--- src/rtl/pldata_ram_arb_if.sv ---
// Beat, RAM-write, buffer-handshake and status bundle of the pldata RAM arbiter.
// master = beat sources / PS side, slave = arbiter.
interface pldata_ram_arb_if;
    logic        adc_valid_in;
    logic [31:0] adc_data_in;
    logic        adc_last_in;
    logic        gen_valid_in;
    logic [31:0] gen_data_in;
    logic        gen_last_in;
    logic        adc_ready_o;
    logic        gen_ready_o;
    logic        ram_wr_o;
    logic [9:0]  ram_addr_o;
    logic [31:0] ram_data_o;
    logic        bank_done_o;
    logic        bank_idx_o;
    logic [1:0]  buf_ack_in;
    logic        overflow_o;
    logic        busy_o;

    modport master (
        output adc_valid_in, adc_data_in, adc_last_in,
        output gen_valid_in, gen_data_in, gen_last_in,
        output buf_ack_in,
        input  adc_ready_o, gen_ready_o, ram_wr_o, ram_addr_o, ram_data_o,
        input  bank_done_o, bank_idx_o, overflow_o, busy_o
    );

    modport slave (
        input  adc_valid_in, adc_data_in, adc_last_in,
        input  gen_valid_in, gen_data_in, gen_last_in,
        input  buf_ack_in,
        output adc_ready_o, gen_ready_o, ram_wr_o, ram_addr_o, ram_data_o,
        output bank_done_o, bank_idx_o, overflow_o, busy_o
    );
endinterface

--- src/rtl/pldata_ram_arb.sv ---
// Ping-pong pldata RAM writer arbitrating ADC vs generator beats; write lands 1 cycle after accept.
// ADC beats seen while not ready are dropped (sticky overflow); generator port needs PLDATA_ARB_TESTGEN_EN.
module pldata_ram_arb #(
    parameter int BANK_WORDS = 128
) (
    input  logic            clk,
    input  logic            rst_n,
    pldata_ram_arb_if.slave bus
);
    localparam int WW = $clog2(BANK_WORDS);
`ifdef PLDATA_ARB_TESTGEN_EN
    localparam bit GEN_EN = 1'b1;
`else
    localparam bit GEN_EN = 1'b0;
`endif

    typedef enum logic [1:0] {IDLE, OWN_ADC, OWN_GEN, WAIT_BUF} state_t;

    state_t          state_q, state_d, ret_q, ret_d, after_fill;
    logic            bank_q, bank_d;
    logic [WW-1:0]   cnt_q, cnt_d;
    logic [1:0]      full_q, full_d;
    logic            wr_q, wr_d, done_q, done_d, idx_q, idx_d, ovf_q, ovf_d;
    logic [9:0]      addr_q, addr_d;
    logic [31:0]     data_q, data_d;

    logic            adc_rdy, gen_rdy, adc_acc, gen_acc, acc, beat_last, bank_end;
    logic [31:0]     beat_dat;

    // Readies are forced low while reset is asserted so every output reads 0.
    assign adc_rdy   = rst_n && (state_q == IDLE || state_q == OWN_ADC);
    assign gen_rdy   = rst_n && GEN_EN &&
                       ((state_q == IDLE && !bus.adc_valid_in) || state_q == OWN_GEN);
    assign adc_acc   = bus.adc_valid_in && adc_rdy;
    assign gen_acc   = bus.gen_valid_in && gen_rdy;
    assign acc       = adc_acc || gen_acc;
    assign beat_last = adc_acc ? bus.adc_last_in : bus.gen_last_in;
    assign beat_dat  = adc_acc ? bus.adc_data_in : bus.gen_data_in;
    assign bank_end  = acc && (beat_last || cnt_q == WW'(BANK_WORDS - 1));

    always_comb begin
        state_d    = state_q;
        ret_d      = ret_q;
        bank_d     = bank_q;
        cnt_d      = cnt_q;
        after_fill = IDLE;
        // Ack is applied before the completion set so a coinciding set wins.
        full_d     = full_q & ~bus.buf_ack_in;
        wr_d       = acc;
        addr_d     = addr_q;
        data_d     = data_q;
        done_d     = 1'b0;
        idx_d      = idx_q;
        ovf_d      = ovf_q | (bus.adc_valid_in & ~adc_rdy);
        if (acc) begin
            addr_d  = 10'({bank_q, cnt_q, 2'b00});
            data_d  = beat_dat;
            cnt_d   = cnt_q + WW'(1);
            state_d = adc_acc ? OWN_ADC : OWN_GEN;
            if (bank_end) begin
                done_d         = 1'b1;
                idx_d          = bank_q;
                full_d[bank_q] = 1'b1;
                bank_d         = ~bank_q;
                cnt_d          = '0;
                after_fill     = beat_last ? IDLE : (adc_acc ? OWN_ADC : OWN_GEN);
                state_d        = after_fill;
                if (full_q[~bank_q]) begin
                    state_d = WAIT_BUF;
                    ret_d   = after_fill;
                end
            end
        end else if (state_q == WAIT_BUF && !full_q[bank_q]) begin
            state_d = ret_q;
        end
    end

    always_ff @(posedge clk or negedge rst_n) begin
        if (!rst_n) begin
            state_q <= IDLE;
            ret_q   <= IDLE;
            bank_q  <= 1'b0;
            cnt_q   <= '0;
            full_q  <= 2'b00;
            wr_q    <= 1'b0;
            addr_q  <= '0;
            data_q  <= '0;
            done_q  <= 1'b0;
            idx_q   <= 1'b0;
            ovf_q   <= 1'b0;
        end else begin
            state_q <= state_d;
            ret_q   <= ret_d;
            bank_q  <= bank_d;
            cnt_q   <= cnt_d;
            full_q  <= full_d;
            wr_q    <= wr_d;
            addr_q  <= addr_d;
            data_q  <= data_d;
            done_q  <= done_d;
            idx_q   <= idx_d;
            ovf_q   <= ovf_d;
        end
    end

    assign bus.adc_ready_o = adc_rdy;
    assign bus.gen_ready_o = gen_rdy;
    assign bus.ram_wr_o    = wr_q;
    assign bus.ram_addr_o  = addr_q;
    assign bus.ram_data_o  = data_q;
    assign bus.bank_done_o = done_q;
    assign bus.bank_idx_o  = idx_q;
    assign bus.overflow_o  = ovf_q;
    assign bus.busy_o      = (state_q != IDLE);
endmodule

--- src/flat_wrapper.sv ---
// flat-port wrapper written by rule: the top's interface ports become plain ports
module pldata_ram_arb_flat 
#(
    parameter int BANK_WORDS = 128
)
  (clk, rst_n, bus_adc_valid_in, bus_adc_data_in, bus_adc_last_in, bus_gen_valid_in, bus_gen_data_in, bus_gen_last_in, bus_buf_ack_in, bus_adc_ready_o, bus_gen_ready_o, bus_ram_wr_o, bus_ram_addr_o, bus_ram_data_o, bus_bank_done_o, bus_bank_idx_o, bus_overflow_o, bus_busy_o);
  pldata_ram_arb_if bus_i ();
  input  logic clk;
  input  logic rst_n;
  input wire logic [$bits(bus_i.adc_valid_in)-1:0] bus_adc_valid_in;
  input wire logic [$bits(bus_i.adc_data_in)-1:0] bus_adc_data_in;
  input wire logic [$bits(bus_i.adc_last_in)-1:0] bus_adc_last_in;
  input wire logic [$bits(bus_i.gen_valid_in)-1:0] bus_gen_valid_in;
  input wire logic [$bits(bus_i.gen_data_in)-1:0] bus_gen_data_in;
  input wire logic [$bits(bus_i.gen_last_in)-1:0] bus_gen_last_in;
  input wire logic [$bits(bus_i.buf_ack_in)-1:0] bus_buf_ack_in;
  output wire logic [$bits(bus_i.adc_ready_o)-1:0] bus_adc_ready_o;
  output wire logic [$bits(bus_i.gen_ready_o)-1:0] bus_gen_ready_o;
  output wire logic [$bits(bus_i.ram_wr_o)-1:0] bus_ram_wr_o;
  output wire logic [$bits(bus_i.ram_addr_o)-1:0] bus_ram_addr_o;
  output wire logic [$bits(bus_i.ram_data_o)-1:0] bus_ram_data_o;
  output wire logic [$bits(bus_i.bank_done_o)-1:0] bus_bank_done_o;
  output wire logic [$bits(bus_i.bank_idx_o)-1:0] bus_bank_idx_o;
  output wire logic [$bits(bus_i.overflow_o)-1:0] bus_overflow_o;
  output wire logic [$bits(bus_i.busy_o)-1:0] bus_busy_o;
  assign bus_i.adc_valid_in = bus_adc_valid_in;
  assign bus_i.adc_data_in = bus_adc_data_in;
  assign bus_i.adc_last_in = bus_adc_last_in;
  assign bus_i.gen_valid_in = bus_gen_valid_in;
  assign bus_i.gen_data_in = bus_gen_data_in;
  assign bus_i.gen_last_in = bus_gen_last_in;
  assign bus_i.buf_ack_in = bus_buf_ack_in;
  assign bus_adc_ready_o = bus_i.adc_ready_o;
  assign bus_gen_ready_o = bus_i.gen_ready_o;
  assign bus_ram_wr_o = bus_i.ram_wr_o;
  assign bus_ram_addr_o = bus_i.ram_addr_o;
  assign bus_ram_data_o = bus_i.ram_data_o;
  assign bus_bank_done_o = bus_i.bank_done_o;
  assign bus_bank_idx_o = bus_i.bank_idx_o;
  assign bus_overflow_o = bus_i.overflow_o;
  assign bus_busy_o = bus_i.busy_o;
  pldata_ram_arb #(.BANK_WORDS(BANK_WORDS)) u_core (.clk(clk), .rst_n(rst_n), .bus(bus_i));
endmodule
--- config.mk ---
export PLATFORM = sky130hd
export DESIGN_NAME = pldata_ram_arb_flat
export DESIGN_NICKNAME = d
export VERILOG_FILES = /design/src/rtl/pldata_ram_arb_if.sv /design/src/rtl/pldata_ram_arb.sv /design/src/flat_wrapper.sv
export SDC_FILE = /design/constraint.sdc
export NUM_CORES = 1
export LEC_CHECK = 0
export CAP_MARGIN = 10
export CORE_MARGIN = 1.5
export CORE_UTILIZATION = 47
export CTS_CLUSTER_SIZE = 10
export DETAILED_ROUTE_END_ITERATION = 8
export DONT_BUFFER_PORTS = 1
export GPL_ROUTABILITY_DRIVEN = 0
export PLACE_DENSITY = 0.72
export SYNTH_ARGS = -nofsm -noshare
export SYNTH_HDL_FRONTEND = slang
export SYNTH_SLANG_ARGS = --single-unit
--- constraint.sdc ---
create_clock -name clk -period 3.2 [get_ports clk]
set_input_delay 0.64 -clock clk [delete_from_list [all_inputs] [get_ports clk]]
set_output_delay 0.64 -clock clk [all_outputs]
set_load 0.05 [all_outputs]
Word-level counts from Yosys, hierarchy flattened
Cells that the tools add are included.

Equal/unequal tests: 3. Reductions and logical operators: 13. Bitwise logic cells: 7. Magnitude comparators: 3. Muxes and demuxes: 17. Add/subtract/negate cells: 1.

Operators with widths (count): $mux W2 (6); $mux W1 (9); $add A7 B1 Y7 const B (1); $eq A7 B7 Y1 const B (1); $mux W7 (1); $logic_and A1 B1 Y1 (5); $lt A1 B2 Y1 const B (2); $reduce_bool A2 Y1 (2); $reduce_and A3 Y1 (1); $and A2 B2 Y2 (1); $eq A2 B1 Y1 const B (1); $eq A2 B2 Y1 const B (1); $logic_not A2 Y1 (1); $logic_or A1 B1 Y1 (2); $not A1 Y1 (2); $not A2 Y2 (1); $or A2 B2 Y2 (1); $reduce_and A2 Y1 (1); $and A1 B1 Y1 (1); $demux W1 S1 (1); $ge A1 B1 Y1 const B (1); $logic_not A1 Y1 (1); $or A1 B1 Y1 (1).

Flip-flop bits (word level): 58. Bits of input ports: 72. Logic and storage cells: 55. Output and inout bits: 49.

Logic depth before layout (Yosys ltp)
Word-level depth: 9. Gate-level depth with buffers: 6. Mapped depth without buffers: 6.

Worst setup path after synthesis
No wires, ideal clock.

Kind: in2out. Start: in rst_n. End: out bus_adc_ready_o. Data required time: 2.560 ns. Arrival: 1.379 ns. Path buffers: 0. Stages: 1. Path slack: 1.181 ns. Path through: nor2b_1.

Word-level cells in the longest chain between the ends: 1.

Ends and longest elaborated chain: start: declaration (line flat_wrapper.sv:9) `input logic rst_n;`; $logic_and A1 B1 Y1 (line pldata_ram_arb.sv:31) `assign adc_rdy = rst_n && (state_q == IDLE || state_q == OWN_ADC);`; end: declaration (line flat_wrapper.sv:17) `output wire logic [$bits(bus_i.adc_ready_o)-1:0] bus_adc_ready_o;`.

No other way between the ends.

Worst setup path in the final report
Start: reg u_core.state_q[1]. End: out bus_busy_o.

Word-level cells in the longest chain between the ends: 1.

Ends and longest elaborated chain: start: declaration (line pldata_ram_arb.sv:19) `state_t state_q, state_d, ret_q, ret_d, after_fill;`; start signal: assignment (line pldata_ram_arb.sv:92) `state_q <= state_d;`; $reduce_bool A2 Y1 (line pldata_ram_arb.sv:114) `assign bus.busy_o = (state_q != IDLE);`; end: declaration (line flat_wrapper.sv:25) `output wire logic [$bits(bus_i.busy_o)-1:0] bus_busy_o;`.

No other way between the ends.

==> qor.yml <==
synthAdderAreaFrac: 0.00538
r2r_start: "u_core.cnt_q[0]"
synth_top_family_by_area: "simple AND/OR/NAND/NOR gates"
power_density_nw_per_um2: 951
finalSetupTns_ns: 0
synth_top_area_share: 0.614
finalPower_uw: 2530
max-clock-path-buffers: 2
setup_slack_ns: 1.39
hold_slack_ns: 0.176
yosys-top-cells-area: "dfrtp_1 61%, nand2_1 21%, buf_2 1.7%"
ioPinCount: 121
finalInstanceArea_um2: 2660
yosysMostFrequentCell: "nand2_1"
hold_class: "in -> async"
ys_ff_latch: 57
cts_inserted_buffers: 9
relSlewSlack: 0.626
clockRootBuffer: "clkbuf_8"
crit_family: "simple AND/OR/NAND/NOR gates"
worstSetupStartpointType: "flop"
cts_tree: "done"
cap_violations: 0
dr_wl_met2_um: 2070
grt_max_degree: 58
tightest_slew_ns: 0.560
peakVddDrop_mv: 0.426
ff2ff_setup_slack_ns: 1.53
critPathMaxFanout: 5
synth_compound_gate_area_share: 0.0554
met1_length_um: 1890
viasPerCell: 4.95
pre_cts_slack_ns: 1.46
ff2ff_path_depth: 5
coreArea_um2: 4750
die_area_um2: 5380
synthFlopType: "dfrtp_1"
syn_area_um2: 2320
wirelength_um: 4330
syn2layout_area_growth_pct: 14.5
clk-insertion-delay-late_ns: 0.32
dr.pass1.iters: 4
cp_num_buf_inv: 0
post_dp_cell_area_um2: 2360
finalHoldViolCount: 0
antenna_found_initial: 0
status: "complete, no violations"
vias: 1599
drt.antenna.violating_nets: 0
min_period_over_period: 0.566
synth_xor_area_frac: 0.00377
setup_viol: 0
antenna_cells: 0
crit_required_ns: 2.56
cp.arrival_ns: 1.17
crit_chain: "or2_2"
fin_skew_ns: 0.00486
cts_resized: 0
overflow: 0
yosys_warnings: 0
r2r_end: "u_core.bus.bank_idx_o"
syn_inst: 248
synth_edf_count: 0
synth_area_leader_cell: "dfrtp_1"
cts_hold_buf: 1
synth-async-reset-ratio: 1.00
start_util: 0.489
portBuffers: 0
critPathSlowestCell: "or2_2"
p_leak_uw: 0.00141
yosysSeqAreaShare: 0.614
rows: 25
grt.total_usage: 0.171
worst-setup-path-type: "reg -> out"
ctsHtreeMaxLevel: 3
cts.sinks: 57
synth-simple-area-share: 0.253
clk_pin_slew_ns: 0.06
nets: 324
hpwlAfterDp_um: 2770
route.detailed.drc: 0
synthTopCellsByCount: "130 x nand2_1, 57 x dfrtp_1, 8 x buf_2"
cp_slowest_stage_delay_ns: 0.43
drive_gt1_frac: 0.113
die_width_um: 73.3
grt_pass1_vias: 1528
drtIter0Drc: 123
grt_pass1_wl_um: 6930
avgRoutedWirePerCell_um: 13.4
synth_cell_types: 33
post_cts_buffers: 0
route.met3.wl_um: 284
end_kind: "output pin"
report.final.slew_viol_count: 0
muxShareOfSynthArea: 0.0242
rsz0062_at_grt: "no"
fmax_mhz: 552
fin_crit_ns: 1.81
post_synth.cell_area_avg_um2: 9.37
topRoutingLayerUsed: "met4"
dieHeight_um: 73.3
registers in the layout (all words and copies together), names as in the netlist:
name                    count
u_core.bus.ram_addr_o       8
u_core.bank_q               1
u_core.bus.bank_idx_o       1
u_core.cnt_q                7
u_core.bus.overflow_o       1
u_core.state_q              2
u_core.bus.ram_data_o      32
u_core.bus.ram_wr_o         1
u_core.ret_q                1
u_core.bus.bank_done_o      1
u_core.full_q               2
cell families (layout without fill, tap and decap cells):
| kind of cell | count (synthesis) | count (layout) |
|---|---|---|
| and+or+nand+nor | 145 | 145 |
| DFF | 57 | 57 |
| AOI/OAI and AO/OA | 19 | 19 |
| buffers and inverters | 19 | 25 |
| muxes | 5 | 5 |
| adders and majority gates | 1 | 1 |
| other | 1 | 3 |
| xor gates and xnor gates | 1 | 1 |
area by class of cell:
type / count / area, um^2
inverter: 5 / 18.8
clock inverter: 5 / 125
sequential: 57 / 1430
multi-input combinational: 174 / 806
timing repair buffer: 4 / 50.0
fill: 427 / 2090
clock buffer: 11 / 151
tap: 67 / 83.8
layout by cell type, fill, tap and decap left out, types with 2 or more instances in the layout:
cell	synthesis	final
a21oi_1	4	4
a22o_1	2	2
a31oi_1	2	2
and3_1	2	2
buf_4	3	3
bufinv_16	0	4
clkbuf_8	0	11
conb_1	1	3
dfrtp_1	57	57
inv_1	3	3
inv_2	2	2
mux2i_1	3	3
nand2_1	130	130
nand3_1	2	2
nor2_1	3	3
nor3_1	3	3
o21ai_0	5	5
per-stage QoR:
step	cells	utilization
2_1_floorplan	250	-
3_3_place_gp	306	0.496
3_5_place_dp	306	0.496
4_1_cts	323	0.560
5_1_grt	323	0.560
6_report	323	0.560
where the power goes:
part           switching [uW]  leakage [uW]  internal [uW]
registers                 499      0.000703            855
clock network             277      0.000140            637
logic                     155      0.000565            108
total                     931       0.00141           1600
routing by layer:
layer,vias up,track usage
li1,783,-
met1,749,0.201
met2,57,0.278
met3,10,0.0412
met4,0,0.117
met5,-,0
worst max path at each step:
stage / to / cells past startpoint / from / slack, ns
after floorplan: bus_adc_ready_o / 1 / rst_n / 1.18
after global placement: u_core.state_q[0] / 5 / rst_n / 1.46
after detailed placement: u_core.state_q[0] / 5 / rst_n / 1.46
after CTS: bus_busy_o / 1 / u_core.state_q[1] / 1.36
after global routing: bus_busy_o / 1 / u_core.state_q[1] / 1.33
final: bus_busy_o / 1 / u_core.state_q[1] / 1.39
No activity file was read; power rests on OpenSTA's default activity.
==> RTL edit, RTL diff (same flow settings) <==
The 4 states of `state_t` get a one-hot encoding in 4 bits.
--- a/src/rtl/pldata_ram_arb.sv
+++ b/src/rtl/pldata_ram_arb.sv
@@ -15,5 +15,5 @@
 `endif
 
-    typedef enum logic [1:0] {IDLE, OWN_ADC, OWN_GEN, WAIT_BUF} state_t;
+    typedef enum logic [3:0] {IDLE = 4'b0001, OWN_ADC = 4'b0010, OWN_GEN = 4'b0100, WAIT_BUF = 4'b1000} state_t;
 
     state_t          state_q, state_d, ret_q, ret_d, after_fill;
Function: same outputs for any inputs over 10 cycles, from zero or initial values and one cycle with rst_n low; not proved beyond that.
==> RTL edit against the original RTL <==
  * Count of clock-buffer cells in the layout unchanged
  * Global-route usage decreased by 0.44 points
  * Worst setup slack got worse by 0.63 ns
  * Register-to-register slack got worse by 0.65 ns
  * Sequential cell count increased by 2
  * Area after synthesis increased by 4.0%
  * Final area increased by 0.14%
  * Routed wire length increased by 3.5%
  * Via count increased by 3.6%
  * Largest cell class unchanged
  * Highest routed layer unchanged
Power is not compared: it rests on default switching activity, and its combinational part moved more than twofold at a synthesized area within 25%.
==> RTL edit: results (changes against the original RTL) <==
| Metric | Value |
|---|---|
| Post-synthesis compound-gate area fraction | 0.04814 (-0.007299) |
| Total track usage | 0.1669 (-0.004441) |
| Setup slack, reg-to-reg | 0.88 ns (-0.65 ns) |
| Vias/cell | 5.036 (+1.7%) |
| Slowest-stage cell, CP | nor3b_2 |
| Worst Setup EP | bus_adc_ready_o |
| Yosys cell types | 37 (+12%) |
| Max incr delay on CP | 0.76 ns (+0.33 ns) |
| Synthesized-area fraction occupied by adder cells | 0.005176 (-0.0002061) |
| Final-layout fill cell count | 468 (+9.6%) |
| Post-Syn Instances | 256 (+3.2%) |
| Placed insts | 312 (+2.0%) |
| Reg-to-Reg End | u_core.ret_q[0] |
| First-iteration detailed-routing DRC count | 121 (-1.6%) |
| Largest net degree at the start of global routing | 54 (-6.9%) |
| Outcome | finished, final reports clean |
| Post-Synth XOR/XNOR Area | 0.02174 (+0.01797) |
| Post-synth top cells | nand2_1, dfrtp_1, nand3_1, buf_2 |
| Rel. slew slack | 0.4069 (-0.2193) |
| FMAX | 409.8 MHz (-26%) |
| Share of layout cells above drive strength 1 | 0.09924 (-0.01404) |
| CP max FO | 6 (+1) |
| Post-Route WL | 4.481 mm (+3.5%) |
| Placement Cell Area | 2444 um2 (+3.7%) |
| Sequential element share of the synthesized area | 0.6118 (-0.001762) |
==> RTL edit: cell types whose count changed after synthesis, sizes merged, moves of 4 or more <==
cell	before	now
a21oi	4	0
nand2	131	123
nor2	3	7
xnor2	1	5
nand3	2	9
==> RTL edit: where the power goes <==
part / internal, W / switching (W) / leakage, nW
Combinational: 0.000213 / 0.000388 / 0.498
Clock: 0.000377 / 0.000271 / 0.0991
Sequential: 0.00105 / 0.00108 / 0.740
==> RTL edit: worst max-delay path, delay by kind of cell (launching register included) <==
family	cells	cell delay, ns
xor gates and xnor gates	1	0.16
and+or+nand+nor	1	0.76
DFF	1	0.56
==> RTL edit: area by class of cell <==
cell class | instances | share of cell area
flip-flops and latches | 59 | 0.5549
inverters | 7 | 0.009859
repair buffers | 2 | 0.01315
multi-input cells | 178 | 0.3178
well taps | 67 | 0.03146
clock inverters | 5 | 0.01972
clock buffers | 11 | 0.05305
==> RTL edit: cell families after synthesis <==
family / count (synthesis)
AND/OR/NAND/NOR: 150
adder cells (fa/ha/maj): 1
flip-flops: 59
AO/OA/AOI/OAI: 15
XOR/XNOR: 6
buffers and inverters: 21
other: 1
multiplexers: 3
==> RTL edit: timing repair <==
item | CTS | global route
hold buffers | 1 | 0
endpoints found under the setup margin | 0 | 0
setup buffers | 0 | 0
hold endpoints to repair | 53 | 0
==> RTL edit: per-layer routing <==
| metal | wire length, um | global-route usage | up-vias |
|---|---|---|---|
| met5 | 0 | 0 | - |
| met1 | 2032 | 0.2023 | 779 |
| li1 | - | - | 809 |
| met2 | 2083 | 0.2708 | 67 |
| met4 | 11 | 0.07879 | 0 |
| met3 | 353 | 0.05489 | 2 |
